<file path="config.mk">
export PLATFORM = sky130hd
export DESIGN_NAME = preproc_packetizer
export DESIGN_NICKNAME = d
export VERILOG_FILES = /design/src/rtl/preproc_packetizer.sv
export SDC_FILE = /design/constraint.sdc
export NUM_CORES = 1
export LEC_CHECK = 0
export CAP_MARGIN = 10
export CORE_MARGIN = 2
export CORE_UTILIZATION = 26
export CTS_CLUSTER_DIAMETER = 50
export CTS_CLUSTER_SIZE = 40
export DETAILED_ROUTE_END_ITERATION = 10
export PLACE_DENSITY_LB_ADDON = 0.08
export SYNTH_ARGS = -nofsm -noshare
export SYNTH_HDL_FRONTEND = slang
export SYNTH_SLANG_ARGS = --single-unit
</file>
<file path="constraint.sdc">
create_clock -name clk -period 10.3 [get_ports clk]
set_input_delay 1.03 -clock clk [delete_from_list [all_inputs] [get_ports clk]]
set_output_delay 1.03 -clock clk [all_outputs]
set_load 0.03 [all_outputs]
</file>
<file path="src/rtl/preproc_packetizer.sv">
// preproc_packetizer: packs pairs of signed ADC samples into 32-bit words,
// groups them into fixed-length packets and streams them out over AXI-Stream
// through a small FIFO. The source cannot be stalled, so a completed word that
// finds the FIFO full is dropped and flagged in the sticky overflow bit.
// Optional: define PREPROC_PKT_HEADER_EN to prefix each packet with a header
// word {16'hA5A5, pkt_count}.
module preproc_packetizer #(
  parameter int ADC_WIDTH  = 14,
  parameter int DATA_WIDTH = 32,
  parameter int PKT_LEN    = 256,
  parameter int FIFO_DEPTH = 16
) (
  input  logic                  clk,
  input  logic                  rst_n,
  input  logic                  s_valid,
  input  logic [ADC_WIDTH-1:0]  s_data,
  input  logic                  enable,
  output logic [DATA_WIDTH-1:0] m_tdata,
  output logic                  m_tvalid,
  input  logic                  m_tready,
  output logic                  m_tlast,
  output logic                  overflow,
  input  logic                  clr_ovf,
  output logic [15:0]           pkt_count
);
  localparam int             AW       = $clog2(FIFO_DEPTH);
  localparam logic [AW:0]    DEPTH_C  = (AW+1)'(FIFO_DEPTH);
  localparam logic [15:0]    LAST_IDX = 16'(PKT_LEN - 1);

  typedef enum logic [1:0] {IDLE, RUN, DRAIN} state_t;

  state_t          state_q, state_d;
  logic            phase_q, phase_d;        // 1: holding first half of a pair
  logic [15:0]     half_q, half_d;
  logic            stg_vld_q, stg_vld_d;    // completed word waiting for its write slot
  logic [31:0]     stg_data_q, stg_data_d;
  logic [15:0]     word_cnt_q, word_cnt_d;  // payload index of the next successful write
  logic            ovf_q, ovf_d;
  logic [15:0]     pkt_cnt_q, pkt_cnt_d;
  logic [AW-1:0]   wr_ptr_q, wr_ptr_d, rd_ptr_q, rd_ptr_d;
  logic [AW:0]     cnt_q, cnt_d;
  logic [32:0]     fifo_mem [FIFO_DEPTH];   // {last, data}

  logic [15:0]     sext;
  logic            full, empty, rd_en, is_last, in_pkt, capture;
  logic            wr_req, wr_ok, drop, pay_ok, last_wr;
  logic [32:0]     wr_word;

  assign sext    = {{(16-ADC_WIDTH){s_data[ADC_WIDTH-1]}}, s_data};
  assign full    = (cnt_q == DEPTH_C);
  assign empty   = (cnt_q == '0);
  assign rd_en   = !empty && m_tready;
  assign is_last = (word_cnt_q == LAST_IDX);
  // Anything of the current packet already captured but not yet written out.
  assign in_pkt  = (word_cnt_q != '0) || phase_q || stg_vld_q;

`ifdef PREPROC_PKT_HEADER_EN
  logic hdr_done_q, hdr_done_d, hdr_req;
  // The header goes out the cycle after the packet's first sample; a staged
  // payload word can never coincide with that cycle.
  assign hdr_req = phase_q && (word_cnt_q == '0) && !hdr_done_q;
`endif

  // Select the word offered to the FIFO this cycle.
  always_comb begin
    wr_req  = stg_vld_q;
    wr_word = {is_last, stg_data_q};
`ifdef PREPROC_PKT_HEADER_EN
    if (hdr_req) begin
      wr_req  = 1'b1;
      wr_word = {1'b0, 16'hA5A5, pkt_cnt_q};
    end
`endif
  end

  // A same-cycle read frees the slot, so full-with-read still accepts.
  assign wr_ok   = wr_req && (!full || rd_en);
  assign drop    = wr_req && !wr_ok;
  assign pay_ok  = stg_vld_q && wr_ok;
  assign last_wr = pay_ok && is_last;

  // Next-state for FSM, pair packing, counters, flags and FIFO pointers.
  always_comb begin
    state_d    = state_q;
    phase_d    = phase_q;
    half_d     = half_q;
    stg_vld_d  = 1'b0;
    stg_data_d = stg_data_q;
    word_cnt_d = word_cnt_q;
    pkt_cnt_d  = pkt_cnt_q;
    wr_ptr_d   = wr_ptr_q;
    rd_ptr_d   = rd_ptr_q;
    cnt_d      = cnt_q;
    ovf_d      = clr_ovf ? 1'b0 : (ovf_q | drop);

    unique case (state_q)
      IDLE: if (enable) state_d = RUN;
      default: begin
        // Stopping goes idle as soon as the packet in flight is complete.
        if (enable)                  state_d = RUN;
        else if (last_wr || !in_pkt) state_d = IDLE;
        else                         state_d = DRAIN;
      end
    endcase

    capture = s_valid && (state_d != IDLE);
    if (capture) begin
      if (!phase_q) begin
        half_d  = sext;
        phase_d = 1'b1;
      end else begin
        stg_vld_d  = 1'b1;
        stg_data_d = {sext, half_q};
        phase_d    = 1'b0;
      end
    end
    if (state_d == IDLE) phase_d = 1'b0;

    if (pay_ok)  word_cnt_d = is_last ? '0 : word_cnt_q + 16'd1;
    if (last_wr) pkt_cnt_d  = pkt_cnt_q + 16'd1;

    if (wr_ok) wr_ptr_d = wr_ptr_q + 1'b1;
    if (rd_en) rd_ptr_d = rd_ptr_q + 1'b1;
    case ({wr_ok, rd_en})
      2'b10:   cnt_d = cnt_q + 1'b1;
      2'b01:   cnt_d = cnt_q - 1'b1;
      default: cnt_d = cnt_q;
    endcase
  end

  // Control and datapath registers.
  always_ff @(posedge clk or negedge rst_n) begin
    if (!rst_n) begin
      state_q    <= IDLE;
      phase_q    <= 1'b0;
      half_q     <= '0;
      stg_vld_q  <= 1'b0;
      stg_data_q <= '0;
      word_cnt_q <= '0;
      pkt_cnt_q  <= '0;
      ovf_q      <= 1'b0;
      wr_ptr_q   <= '0;
      rd_ptr_q   <= '0;
      cnt_q      <= '0;
    end else begin
      state_q    <= state_d;
      phase_q    <= phase_d;
      half_q     <= half_d;
      stg_vld_q  <= stg_vld_d;
      stg_data_q <= stg_data_d;
      word_cnt_q <= word_cnt_d;
      pkt_cnt_q  <= pkt_cnt_d;
      ovf_q      <= ovf_d;
      wr_ptr_q   <= wr_ptr_d;
      rd_ptr_q   <= rd_ptr_d;
      cnt_q      <= cnt_d;
    end
  end

`ifdef PREPROC_PKT_HEADER_EN
  // Header is emitted once per packet; re-armed when the packet closes.
  always_comb begin
    hdr_done_d = hdr_done_q;
    if (hdr_req) hdr_done_d = 1'b1;
    if (last_wr || state_d == IDLE) hdr_done_d = 1'b0;
  end

  // Header-issued flag register.
  always_ff @(posedge clk or negedge rst_n) begin
    if (!rst_n) hdr_done_q <= 1'b0;
    else        hdr_done_q <= hdr_done_d;
  end
`endif

  // FIFO storage; contents are don't-care while empty, so no reset.
  always_ff @(posedge clk) begin
    if (wr_ok) fifo_mem[wr_ptr_q] <= wr_word;
  end

  assign m_tvalid  = !empty;
  assign m_tdata   = empty ? '0 : fifo_mem[rd_ptr_q][31:0];
  assign m_tlast   = !empty && fifo_mem[rd_ptr_q][32];
  assign overflow  = ovf_q;
  assign pkt_count = pkt_cnt_q;

endmodule
</file>
==> impl_metrics.py, run 1 <==
metrics = {
    "global_route": {
        "grt_pass1_vias": 11200,
        "grt_max_degree": 52,
        "grt_pass1_wl_um": 84200,
        "gr-usage-all-layers": 0.139,
        "grt_remaining_overflow": 0,
        "grt_antenna_before_repair": 0,
    },
    "yosys": {
        "ys_async_sr_fraction": 0.165,
        "netlist_area_um2": 21700,
        "synth_top_family_by_area": "multiplexers",
        "synth_edf_count": 464,
        "yosysUniqueCellTypes": 39,
        "syn-instance-count": 1014,
        "synth_adder_area_share": 0.00725,
        "synth.mux.area_fraction": 0.176,
        "synth_compound_area_frac": 0.00530,
        "avgSynthCellArea_um2": 21.4,
        "synthXorXnorAreaFrac": 0.0145,
        "synth-simple-area-share": 0.0374,
        "syn_nets": 1046,
        "ys_ff_latch": 556,
        "synth-seq-area-share": 0.747,
        "ys_warn_count": 0,
        "synth_ff_type": "edfxtp_1",
    },
    "drt": {
        "wl_per_cell_um": 25.8,
        "drtPass1Iterations": 5,
        "vias": 10400,
        "drt_iter0_drc": 666,
        "viasPerCell": 4.57,
        "drc": 0,
        "drt-total-wl_um": 58700,
        "ant_nets": 0,
    },
    "sta": {
        "finalSetupViolCount": 0,
        "slew-limit-headroom": 0.330,
        "post-route-min-period_ns": 5.17,
        "finalClockSkew_ns": 0.0239,
        "hold_viol": 0,
        "finalCritPeriodShare": 0.502,
        "rsz0062_at_grt": "no",
        "clock.fmax_ghz": 0.194,
        "slew_violations": 0,
        "tightest_slew_ns": 1.00,
        "tns_ns": 0,
        "final.setup.worst_slack_ns": 5.13,
    },
    "placed_design": {
        "io_buffer_count": 70,
        "hpwl_um": 29900,
        "pre_cts_ws_ns": 5.62,
        "gp_congestion": 0.684,
    },
    "worst_setup_path": {
        "worstPathMaxFanout": 37,
        "slowest_stage": "dfrtp_4",
        "path_cells": "buf_4, mux4_2, mux4_2, and2_1, clkdlybuf4s50_1",
        "crit_path_end_kind": "output port",
        "slowest_delay_ns": 0.82,
        "crit_path_frequent_cell": "mux4_2",
        "cp.arrival_ns": 4.14,
        "critPathKind": "flop to output port",
        "crit_required_ns": 9.27,
        "worstSetupStartpointType": "flop",
    },
    "power_and_ir_drop": {
        "p_per_area_nw_per_um2": 309,
        "pwr-share-seq": 0.409,
        "comb_power_share": 0.256,
        "intPower_mw": 5.60,
        "clkPwrFrac": 0.334,
        "power.switching_mw": 2.57,
        "peakVddDrop_v": 0.000225,
        "p_leak_nw": 8.69,
        "p_sw_frac": 0.315,
    },
    "cts": {
        "cts_buffer_depth": 3,
        "cts_buffers": 80,
        "post_cts_buffers": 0,
        "cts-resized-gates": 0,
        "htree_levels": 3,
        "path_clk_slew_ns": 0.06,
        "ctsHoldBuffers": 0,
        "insertion_delay_ns": 0.61,
        "cts_sinks": 556,
        "tritoncts": "yes",
        "cts-root-buf": "clkbuf_16",
    },
    "floorplan": {
        "die-area_um2": 85900,
        "coreArea_um2": 83200,
        "ios": 71,
        "rows": 106,
        "start_util": 0.261,
        "die_h_um": 293,
        "die_w_um": 293,
    },
    "layout": {
        "utilization": 0.318,
        "drive_gt1_frac": 0.313,
        "fin_nets": 1165,
        "syn2layout_area_growth_pct": 21.6,
        "n_antenna_cell": 0,
    },
    "min_path": {
        "hold_path_class": "input pin to async pin",
    },
    "run": {
        "cap_violations": 0,
    },
    "status": {
        "status": "finished clean",
    },
}
## flip-flops by register name, indices dropped and copies added, names as in the netlist
register    count
wr_ptr_q        4
half_q         14
rd_ptr_q        4
state_q         2
cnt_q           5
overflow        1
word_cnt_q     16
fifo_mem      464
pkt_count      16
phase_q         1
stg_vld_q       1
stg_data_q     28
## cell type report
| class | count | area [um^2] |
|---|---|---|
| flip-flops and latches | 556 | 16200 |
| clock inverters | 56 | 579 |
| well taps | 1080 | 1350 |
| multi-input cells | 396 | 5290 |
| fillers | 7912 | 56700 |
| clock buffers | 90 | 2090 |
| inverters | 10 | 37.5 |
| repair buffers | 89 | 841 |
## power by group through the flow
stage	registers [mW]	clock network [mW]	logic (mW)
2_1_floorplan	3.15	0	1.53
3_3_place_gp	3.40	0	2.17
3_5_place_dp	3.41	0	2.16
4_1_cts	3.36	2.82	2.17
5_1_grt	3.41	2.92	2.25
6_report	3.34	2.73	2.09
## per-stage QoR
stage	instances	instance area, um^2	power, mW	hold slack (ns)
final	2277	26400	8.17	0.387
after global routing	2277	26400	8.58	0.404
after CTS	2277	26400	8.34	0.376
after detailed placement	2131	23800	5.57	0.462
after global placement	2131	23800	5.57	0.463
after floorplan	1014	21700	4.69	0.460
## cell usage after synthesis (2+ instances only)
| cell type | number | share of area |
|---|---|---|
| o21ai_0 | 8 | 0.0018 |
| nand2_1 | 17 | 0.0029 |
| and4_1 | 9 | 0.0036 |
| mux4_2 | 145 | 0.15 |
| nand4_1 | 15 | 0.0043 |
| xor2_1 | 9 | 0.0036 |
| nor2_1 | 14 | 0.0024 |
| ha_1 | 11 | 0.0063 |
| buf_1 | 4 | 0.00069 |
| dfrtp_1 | 92 | 0.11 |
| edfxtp_1 | 464 | 0.64 |
| buf_4 | 5 | 0.0017 |
| and2_1 | 35 | 0.010 |
| buf_2 | 11 | 0.0025 |
| a21oi_1 | 3 | 0.00069 |
| mux2_2 | 48 | 0.025 |
| nand2b_1 | 2 | 0.00058 |
| clkbuf_1 | 30 | 0.0052 |
| a21o_1 | 2 | 0.00069 |
| and3_1 | 10 | 0.0029 |
| inv_1 | 10 | 0.0017 |
| nor3_1 | 6 | 0.0014 |
| nor3b_1 | 4 | 0.0014 |
| nor3_2 | 2 | 0.00092 |
| nand3_1 | 13 | 0.0030 |
| buf_6 | 2 | 0.0010 |
| xnor2_1 | 27 | 0.011 |
| nor4_1 | 5 | 0.0014 |
## cells in the final DEF (no fill, tap or decap), types with 5 or more instances in the layout
cell type,Yosys,final
edfxtp_1,464,464
mux4_2,145,145
dfrtp_1,92,88
clkbuf_16,0,82
clkdlybuf4s50_1,0,69
mux2_2,48,48
and2_1,35,31
xnor2_1,27,27
buf_4,5,20
nand2_1,17,17
nand4_1,15,15
nor2_1,14,14
inv_6,0,14
nand3_1,13,13
ha_1,11,11
clkinvlp_4,0,11
inv_1,10,10
xor2_1,9,9
o21ai_0,8,8
clkinv_2,0,8
inv_8,0,8
clkbuf_1,30,7
and3_1,10,6
nor3_1,6,6
nor4_1,5,5
and4_1,9,5
bufinv_16,0,5
## critical path: cells and delay by family, from the launching register on
| kind | cells | cell delay (ns) |
|---|---|---|
| mux | 2 | 1.08 |
| flops | 1 | 0.82 |
| buf+inv | 2 | 1.35 |
| simple gates | 1 | 0.21 |
## final timing paths
kind / endpoint / from / slack (ns) / depth (start not counted)
min in group clk: pkt_count[15] / pkt_count[15] / 0.48 / 1
setup reg to reg: stg_data_q[8] / cnt_q[0] / 6.93 / 6
hold reg to reg: pkt_count[15] / pkt_count[15] / 0.48 / 1
setup / recovery: m_tdata[9] / rd_ptr_q[0] / 5.13 / 5
max in group asynchronous: rd_ptr_q[1] / rst_n / 8.37 / 3
hold / removal: word_cnt_q[0] / rst_n / 0.39 / 1
## layer usage
metal  wire length, um  vias to the layer above  global-route usage
met3              2410                       85              0.0266
met5                 0                        -                   0
met4              1150                        0              0.0376
li1                  -                     4417                   -
met1             27000                     5686               0.190
met2             28200                      224               0.225
## cell families (layout without fill, tap and decap cells)
family	count (synthesis)	count (layout)
xor gates and xnor gates	36	36
and+or+nand+nor	137	137
buffers and inverters	62	245
DFF	556	556
muxes	194	194
adders and majority gates	12	12
AOI/OAI and AO/OA	17	17
No activity file was read; power rests on OpenSTA's default activity.
==> run 2: changes to the inputs <==
==> constraint.sdc (replaced) <==
create_clock -name clk -period 4.83 [get_ports clk]
set_input_delay 0.483 -clock clk [delete_from_list [all_inputs] [get_ports clk]]
set_output_delay 0.483 -clock clk [all_outputs]
set_load 0.03 [all_outputs]
==> run 2 against run 1 <==
  * Non-clock buffer count grew 20
  * Worst hold slack got worse by 0.053 ns
  * Global-route usage up 0.24 points
  * Cell count increased by 1.1%
  * Combinational power grew 120%
  * Critical path type unchanged
==> impl_metrics.py, run 2 (synthesis results as in run 1) <==
metrics = {
    "status": {
        "status": "finished clean",
    },
    "sta": {
        "tightest_slew_ns": 0.970,
        "slew-limit-headroom": 0.351,
        "whs_ns": 0.334,
        "post-route-min-period_ns": 4.09,
        "rsz0062_at_grt": "no",
        "slew_violations": 0,
        "hold_viol": 0,
        "clock.fmax_ghz": 0.245,
        "finalClockSkew_ns": 0.0280,
        "finalCritPeriodShare": 0.846,
        "tns_ns": 0,
        "finalSetupViolCount": 0,
        "final.setup.worst_slack_ns": 0.743,
    },
    "layout": {
        "syn2layout_area_growth_pct": 22.4,
        "drive_gt1_frac": 0.320,
        "fin_nets": 1186,
        "utilization": 0.320,
        "largestRegisters": "fifo_mem x464, stg_data_q x28",
        "largest_register_ffs": 464,
        "final_common_cell": "edfxtp_1",
        "fin_area_um2": 26600,
        "top_register": "fifo_mem",
        "final_cell_mix": "464 x edfxtp_1, 145 x mux4_2, 88 x dfrtp_1",
    },
    "drt": {
        "drt-total-wl_um": 59500,
        "vias": 10400,
        "drc": 0,
        "viasPerCell": 4.52,
        "drt_iter0_drc": 705,
        "ant_nets": 0,
        "drtPass1Iterations": 5,
        "wl_per_cell_um": 25.9,
    },
    "worst_setup_path": {
        "crit_path_end_kind": "output port",
        "cp.arrival_ns": 3.60,
        "worstSetupStartpointType": "flop",
        "worstPathMaxFanout": 17,
        "crit_required_ns": 4.35,
        "critPathKind": "flop to output port",
    },
    "cts": {
        "cts_buffers": 81,
        "cts_buffer_depth": 3,
        "insertion_delay_ns": 0.62,
        "htree_levels": 3,
        "cts-resized-gates": 0,
        "cts_sinks": 556,
        "tritoncts": "yes",
        "post_cts_buffers": 0,
        "path_clk_slew_ns": 0.06,
        "cts-root-buf": "clkbuf_16",
    },
    "floorplan": {
        "rows": 106,
        "die_w_um": 293,
        "ios": 71,
        "die_h_um": 293,
        "die-area_um2": 85900,
        "start_util": 0.261,
        "coreArea_um2": 83200,
    },
    "placed_design": {
        "hpwl_um": 32700,
        "pre_cts_ws_ns": 1.31,
        "io_buffer_count": 70,
        "gp_congestion": 0.679,
        "postPlaceCellArea_um2": 23900,
    },
    "global_route": {
        "grt_antenna_before_repair": 1,
        "grt_max_degree": 75,
        "grt_pass1_vias": 11400,
        "grt_remaining_overflow": 0,
        "gr-usage-all-layers": 0.141,
        "grt_pass1_wl_um": 85600,
    },
    "min_path": {
        "hold_path_class": "input pin to async pin",
    },
    "run": {
        "cap_violations": 0,
    },
    "power_and_ir_drop": {
        "p_leak_nw": 8.82,
        "peakVddDrop_v": 0.000367,
        "p_per_area_nw_per_um2": 657,
    },
}
-- run 2: final cells by class --
cell class	instances	area [um^2]
Timing Repair Buffer	109	1060
Tap cell	1080	1350
Sequential cell	556	16200
Clock inverter	57	558
Clock buffer	92	2090
Inverter	10	37.5
Antenna cell	1	2.50
Multi-Input combinational cell	396	5270
Fill cell	7912	56600
-- run 2: through the flow --
step,power (mW),std cells
final,17.5,2301
after detailed placement,12.0,2150
after CTS,17.8,2300
after floorplan,10.0,1014
after global placement,12.0,2150
after global routing,18.3,2300
-- run 2: worst max-delay path, cell delays in order (launching register included) --
cell             delay, ns
dfrtp_4               0.67
buf_4                 0.42
mux4_2                0.57
mux4_2                0.45
and2_1                0.23
clkdlybuf4s50_1       0.61
-- run 2: repair_timing --
action	4_1_cts	5_1_grt
hold buffers	1	0
setup endpoints to repair	0	0
hold endpoints to repair	20	0
-- run 2: worst paths after layout --
path	startpoint	end	slack [ns]	cells past startpoint
max	rd_ptr_q[0]	m_tdata[31]	0.74	5
min	rst_n	word_cnt_q[11]	0.33	2
max reg2reg	cnt_q[0]	cnt_q[4]	1.65	9
min reg2reg	pkt_count[15]	pkt_count[15]	0.48	1
max in group asynchronous	rst_n	half_q[2]	3.63	3
min in group clk	clr_ovf	overflow	0.41	2
-- run 2: power by group --
group	internal, mW	switching [mW]	total, mW
Sequential	6.23	0.888	7.12
Combinational	2.29	2.30	4.60
Clock	3.41	2.35	5.76
-- run 2: per-layer routing --
metal | track usage | vias to the layer above | wire [um]
met1 | 0.190 | 5668 | 27100
met3 | 0.0285 | 75 | 2110
met5 | 0 | - | 15
li1 | - | 4468 | -
met2 | 0.234 | 198 | 29100
met4 | 0.0360 | 2 | 1160
